--- config.mk ---
export PLATFORM = sky130hd
export DESIGN_NAME = adder_tree_pipe
export DESIGN_NICKNAME = d
export VERILOG_FILES = /design/src/rtl/adder_tree_pipe.sv
export SDC_FILE = /design/constraint.sdc
export NUM_CORES = 1
export LEC_CHECK = 0
export CAP_MARGIN = 25
export CORE_ASPECT_RATIO = 2
export CORE_UTILIZATION = 57
export CTS_CLUSTER_DIAMETER = 50
export CTS_CLUSTER_SIZE = 28
export DETAILED_ROUTE_END_ITERATION = 10
export GPL_ROUTABILITY_DRIVEN = 0
export MAX_ROUTING_LAYER = met4
export PLACE_DENSITY = 0.82
export SETUP_SLACK_MARGIN = 0.3
export SLEW_MARGIN = 15
export SYNTH_ARGS = -nofsm -noshare
export SYNTH_HDL_FRONTEND = slang
export SYNTH_SLANG_ARGS = --single-unit
export TNS_END_PERCENT = 50
--- constraint.sdc ---
create_clock -name clk -period 2.7 [get_ports clk]
set_input_delay 0.27 -clock clk [delete_from_list [all_inputs] [get_ports clk]]
set_output_delay 0.27 -clock clk [all_outputs]
set_load 0.05 [all_outputs]
--- src/rtl/adder_tree_pipe.sv ---
// Pipelined signed adder tree: NUM_INPUTS samples -> one registered sum, latency $clog2(NUM_INPUTS)+1.
// Optional macro ADDER_TREE_SAT_EN saturates (instead of wraps) when OUT_WIDTH is narrower than the exact sum.
module adder_tree_pipe #(
  parameter int DATA_WIDTH = 18,
  parameter int NUM_INPUTS = 10,
  parameter int OUT_WIDTH  = DATA_WIDTH + $clog2(NUM_INPUTS)
) (
  input  logic                                 clk,
  input  logic                                 rst,
  input  logic                                 ce,
  input  logic [NUM_INPUTS*DATA_WIDTH-1:0]     in_data,
  input  logic                                 in_valid,
  output logic signed [OUT_WIDTH-1:0]          sum,
  output logic                                 sum_valid,
  output logic                                 sat_flag
);

  localparam int LEVELS = $clog2(NUM_INPUTS);
  localparam int FW     = DATA_WIDTH + LEVELS;

  // Node count after lvl halvings equals ceil(NUM_INPUTS / 2^lvl).
  function automatic int level_nodes(input int lvl);
    return (NUM_INPUTS + (1 << lvl) - 1) >> lvl;
  endfunction

  if (NUM_INPUTS < 1 || NUM_INPUTS > 64 || OUT_WIDTH < 2 || OUT_WIDTH > FW) begin : g_bad_param
    $error("adder_tree_pipe: illegal parameter combination");
  end

  // Every level is carried at full width so the levels share one array; each node
  // register itself is only as wide as its level needs.
  logic signed [FW-1:0] tree [LEVELS+1][NUM_INPUTS];

  genvar gi, gj;

  for (gj = 0; gj < NUM_INPUTS; gj++) begin : g_in
    assign tree[0][gj] = FW'(signed'(in_data[gj*DATA_WIDTH +: DATA_WIDTH]));
  end

  for (gi = 1; gi <= LEVELS; gi++) begin : g_level
    localparam int NW    = DATA_WIDTH + gi;
    localparam int NPREV = level_nodes(gi - 1);
    localparam int NCUR  = level_nodes(gi);
    for (gj = 0; gj < NUM_INPUTS; gj++) begin : g_node
      if (gj < NCUR) begin : g_live
        logic signed [NW-1:0] node_reg;
        if (2*gj + 1 < NPREV) begin : g_add
          always_ff @(posedge clk) begin
            if (rst) begin
              node_reg <= '0;
            end else if (ce) begin
              node_reg <= NW'(tree[gi-1][2*gj] + tree[gi-1][2*gj+1]);
            end
          end
        end else begin : g_pass
          // Odd leftover is simply delayed one stage, keeping all paths aligned.
          always_ff @(posedge clk) begin
            if (rst) begin
              node_reg <= '0;
            end else if (ce) begin
              node_reg <= NW'(tree[gi-1][2*gj]);
            end
          end
        end
        assign tree[gi][gj] = FW'(node_reg);
      end else begin : g_unused
        assign tree[gi][gj] = '0;
      end
    end
  end

  logic signed [FW-1:0]        full_sum;
  logic signed [OUT_WIDTH-1:0] sum_next;
  logic                        sat_next;

  assign full_sum = tree[LEVELS][0];

  if (OUT_WIDTH >= FW) begin : g_full
    assign sum_next = OUT_WIDTH'(full_sum);
    assign sat_next = 1'b0;
  end else begin : g_reduce
`ifdef ADDER_TREE_SAT_EN
    localparam logic signed [FW-1:0] MAX_V = FW'((64'sd1 <<< (OUT_WIDTH - 1)) - 64'sd1);
    localparam logic signed [FW-1:0] MIN_V = ~MAX_V;
    always_comb begin
      sum_next = OUT_WIDTH'(full_sum);
      sat_next = 1'b0;
      if (full_sum > MAX_V) begin
        sum_next = OUT_WIDTH'(MAX_V);
        sat_next = 1'b1;
      end else if (full_sum < MIN_V) begin
        sum_next = OUT_WIDTH'(MIN_V);
        sat_next = 1'b1;
      end
    end
`else
    assign sum_next = OUT_WIDTH'(full_sum);
    assign sat_next = 1'b0;
`endif
  end

  // The last valid stage lines up with the output register, so it drives sum_valid directly.
  logic [LEVELS:0] valid_reg;

  always_ff @(posedge clk) begin
    if (rst) begin
      valid_reg <= '0;
    end else if (ce) begin
      valid_reg[0] <= in_valid;
      for (int i = 1; i <= LEVELS; i++) begin
        valid_reg[i] <= valid_reg[i-1];
      end
    end
  end

  assign sum_valid = valid_reg[LEVELS];

  always_ff @(posedge clk) begin
    if (rst) begin
      sum      <= '0;
      sat_flag <= 1'b0;
    end else if (ce) begin
      sum      <= sum_next;
      sat_flag <= sat_next;
    end
  end

endmodule

# Word level (Yosys, flattened, before mapping)
# Cells that the tools add are included.
[classes] add_sub_neg=9 multipliers=0 n_div=0 order_cmp=0 eq_ne=0 shifts=0 muxes=0 bitwise_logic=0 reduce_logical=0
[ops] cell="18-bit by 18-bit adder with 19-bit output" count=5
[ops] cell="19-bit by 19-bit adder with 20-bit output" count=2
[ops] cell="21-bit by 19-bit adder with 22-bit output" count=1
[ops] cell="20-bit by 20-bit adder with 21-bit output" count=1
[word_totals] reg_bits=243 latch_bits=0 ramBits=0 rom_bits=0 input_bits=184 out_inout_bits=24 word_cells=22 mem_count=0

# Depth between registers and ports, before layout
[depth] ltp_word=1 ltp_mapped=10 ltp_nobuf=10

# Worst setup path after synthesis
# Ideal clock, no wire load.
[synth_path] path_type="register -> register" from="reg g_level[1].g_node[2].g_live.node_reg[0]" to="reg g_level[2].g_node[1].g_live.node_reg[16]" setup_ns=0.122 t_arrival_ns=2.410 setup_slack_ns=0.168 stages_incl_launch_ff=10 n_path_buf=0 synth_period_minus_slack_ns=2.532 cell_sequence="dfxtp_1 ha_1 fa_1 a211oi_2 o21bai_1 a221o_1 a221o_1 nand4b_1 o41ai_1 a311o_1"
[synth_via] elab_chain_len=1
[synth_rtl] element="start, declared" line="46" rtl="logic signed [NW-1:0] node_reg;"
[synth_rtl] element="start signal, assigned" line="52" rtl="node_reg <= NW'(tree[gi-1][2*gj] + tree[gi-1][2*gj+1]);"
[synth_rtl] element="19-bit by 19-bit adder with 20-bit output" line="52"
[synth_rtl] element="end signal, assigned" line="52"
[synth_rtl] element="end, declared" line="46"
# No other way between the ends.
# A chain may end at the register's enable or synchronous reset.

# Worst setup path after layout
[layout_path] from="reg g_level[1].g_node[3].g_live.node_reg[0]" to="reg g_level[2].g_node[1].g_live.node_reg[16]"
[layout_via] elab_chain_len=1
[layout_rtl] element="start, declared" line="46"
[layout_rtl] element="start signal, assigned" line="52"
[layout_rtl] element="19-bit by 19-bit adder with 20-bit output" line="52"
# No other way between the ends.

==> results.json <==
{
  "hold_ws_ns": 0.160,
  "hold_class": "in2reg",
  "via_per_inst": 6.18,
  "ant_nets": 0,
  "die-area_sq_um": 29100,
  "diodes": 0,
  "fin_tns_setup_ns": 0,
  "grt_pass1_wl_microns": 70700,
  "area_growth_pct": 22.2,
  "nets": 2516,
  "critical_path_arrival_ns": 2.95,
  "syn_nets": 2313,
  "clock-skew-final_ns": 0.0196,
  "port-buffer-count": 206,
  "critPathLaunchType": "flip-flop",
  "fin_crit_ns": 2.55,
  "cts_buffers": 14,
  "cts_max_level": 1,
  "drv_cap": 0,
  "drive_above_1_share": 0.0870,
  "num_io_pins": 208,
  "die_y_microns": 240,
  "largest_reg_flops": 194,
  "grt_pass1_vias": 15500,
  "endpoint": "g_level[2].g_node[1].g_live.node_reg[16]",
  "vias": 15500,
  "synth_edf_count": 0,
  "timing.reg2reg.setup_slack_ns": 0.15,
  "clk_latency_ns": 0.50,
  "hpwl_microns": 32700,
  "clock_path_buffers": 3,
  "power.density_nw_per_um2": 481,
  "yosys_most_used_dff": "dfxtp_1",
  "synth_cell_types": 81,
  "grt_setup_unrepaired": "yes",
  "r2r_cells": 9,
  "drtIter0Drc": 984,
  "synthArstFlopShare": 0,
  "start_util": 0.584,
  "tightest_slew_ns": 0.885,
  "fp.dieW_microns": 121,
  "antenna_found_initial": 0,
  "num_rows": 86,
  "netlist_area_sq_um": 16200,
  "synth_area_leaders": "dfxtp_1 (30%), ha_1 (13%), mux2i_1 (7.1%), nor2_1 (5.6%), o21ai_0 (4.9%)",
  "drt_wl_total_microns": 44100,
  "yosys.area.top_type": "dfxtp_1",
  "crit_type": "reg2reg",
  "crit_fanout": 2,
  "syn_inst": 1951,
  "yosys.area.top_type_share": 0.301,
  "status": "finished clean",
  "grt.total_usage": 0.306,
  "synth_area_per_cell_sq_um": 8.28,
  "max_slew_margin": 0.410,
  "maxSlewViolCount": 0,
  "setup_viol_count_final": 0,
  "leakagePower_uw": 0.00834,
  "cts-root-buf": "clkbuf_16",
  "cts_tree": "yes",
  "fp.coreArea_sq_um": 27700,
  "cp-end-kind": "flip-flop",
  "dr.pass1.iters": 7,
  "fmax_mhz": 392,
  "fin_crit_sh": 0.946,
  "synth_seq_cells": 243,
  "fill_cells": 2110,
  "vdd_drop_max_uv": 335,
  "r2r-end": "g_level[2].g_node[1].g_live.node_reg[16]",
  "cts_sinks": 243,
  "crit_required_ns": 3.10,
  "startpoint": "g_level[1].g_node[3].g_live.node_reg[0]",
  "r2r-start": "g_level[1].g_node[3].g_live.node_reg[0]",
  "seq_area_frac_synth": 0.301,
  "yosys_warnings": 0,
  "path_clk_slew_ns": 0.10,
  "drcViolationCount": 0,
  "grt_overflow": 0,
  "wl_per_cell_microns": 17.5,
  "grt_start_max_net_pins": 136,
  "finalHoldViolCount": 0
}
[power by group]
group          internal [uW]  switching, uW
sequential              3880            218
combinational           1370           1620
clock                   1100           1300
[area by class of cell]
type | instances | area (sq um) | share of cell area
clock buffer | 16 | 389 | 0.0197
clock inverter | 7 | 78.8 | 0.00400
inverter | 53 | 199 | 0.0101
multi-input combinational | 1559 | 11000 | 0.560
sequential | 243 | 4870 | 0.247
tap | 352 | 440 | 0.0223
timing repair buffer | 283 | 2710 | 0.137
[placed cells by master (no fill, tap or decap), types with 43 or more instances in the layout]
cell	n
a211oi_1	43
clkdlybuf4s50_1	204
a21oi_1	133
xnor2_1	63
mux2i_1	114
xor2_1	48
nor2_1	239
dfxtp_1	237
nand2_1	164
ha_1	157
a21o_1	48
buf_4	72
inv_1	52
o21ai_0	149
[layer usage]
| layer | GRT usage | part of all wire | vias to the layer above |
|---|---|---|---|
| li1 | - | - | 7493 |
| met1 | 0.292 | 0.36 | 7294 |
| met2 | 0.579 | 0.54 | 564 |
| met3 | 0.0278 | 0.040 | 191 |
| met4 | 0.188 | 0.064 | 0 |
| met5 | - | 0 | - |
[per-stage QoR]
stage | std cells | area, sq um | worst slack (ns) | total power, uW | util
after global placement | 2480 | 18800 | -0.347 | 6910 | 0.680
final | 2513 | 19700 | 0.146 | 9480 | 0.713
after global routing | 2513 | 19700 | 0.0580 | 9950 | 0.713
after detailed placement | 2480 | 18800 | -0.472 | 7000 | 0.680
after CTS | 2506 | 19400 | 0.143 | 9400 | 0.702
after floorplan | 1951 | 16200 | 0.298 | 6030 | -
[what timing repair did]
action / in CTS / in global routing
resized for setup: 32 / 55
pin swaps: 14 / 29
setup buffers: 3 / 7
endpoints found under the setup margin: 29 / 49
hold buffers: 0 / 0
[cell usage after synthesis (4+ instances only)]
cell type	instances
buf_1	10
a2111oi_0	7
a21oi_1	137
a311oi_1	6
inv_1	52
nand4_1	23
o31a_1	5
a211o_1	8
a32o_1	4
o41ai_1	4
and4_1	5
nor2b_1	13
o21bai_1	16
o21a_1	20
nand2_1	165
a31oi_1	17
a21boi_0	4
or3_1	7
nor3_1	31
xor2_1	48
a21o_1	48
o211ai_1	17
fa_1	9
nand3_1	41
or2_2	5
o22ai_1	11
and3_1	11
o311ai_0	4
a221o_1	4
ha_1	169
a221oi_1	6
o31ai_1	12
dfxtp_1	243
clkbuf_1	76
a211oi_1	51
mux2i_1	114
a41oi_1	5
o21ai_0	159
xnor2_1	64
nor2_1	242
nand2b_1	9
nor3b_1	8
[cells by family after synthesis]
logic type	Yosys count	share of synthesized area
buffers and inverters	149	0.0387
AND/OR/NAND/NOR	576	0.157
adder cells (fa/ha/maj)	178	0.142
XOR/XNOR	112	0.0607
other	1	0.000232
flip-flops	243	0.301
multiplexers	114	0.0707
AO/OA/AOI/OAI	578	0.229
[worst min-delay path by stage]
stage | start | end | slack (ns) | depth (start not counted)
2_1_floorplan | in_valid | valid_reg[0] | 0.42 | 2
3_3_place_gp | full_sum[14] | full_sum[14] | 0.44 | 2
3_5_place_dp | full_sum[14] | full_sum[14] | 0.44 | 2
4_1_cts | ce | g_level[1].g_node[3].g_live.node_reg[9] | 0.15 | 3
5_1_grt | ce | g_level[1].g_node[3].g_live.node_reg[9] | 0.19 | 3
6_report | ce | g_level[1].g_node[3].g_live.node_reg[9] | 0.16 | 3
[critical path, cell delays in order, from the launching register on]
cell,delay [ns]
dfxtp_2,0.35
ha_4,0.16
fa_2,0.35
a211oi_2,0.26
o21bai_1,0.12
a221o_1,0.36
a221o_1,0.38
nand4b_1,0.13
o41ai_2,0.08
a311o_1,0.27
Note: power is estimated with default switching activity, not from simulation.
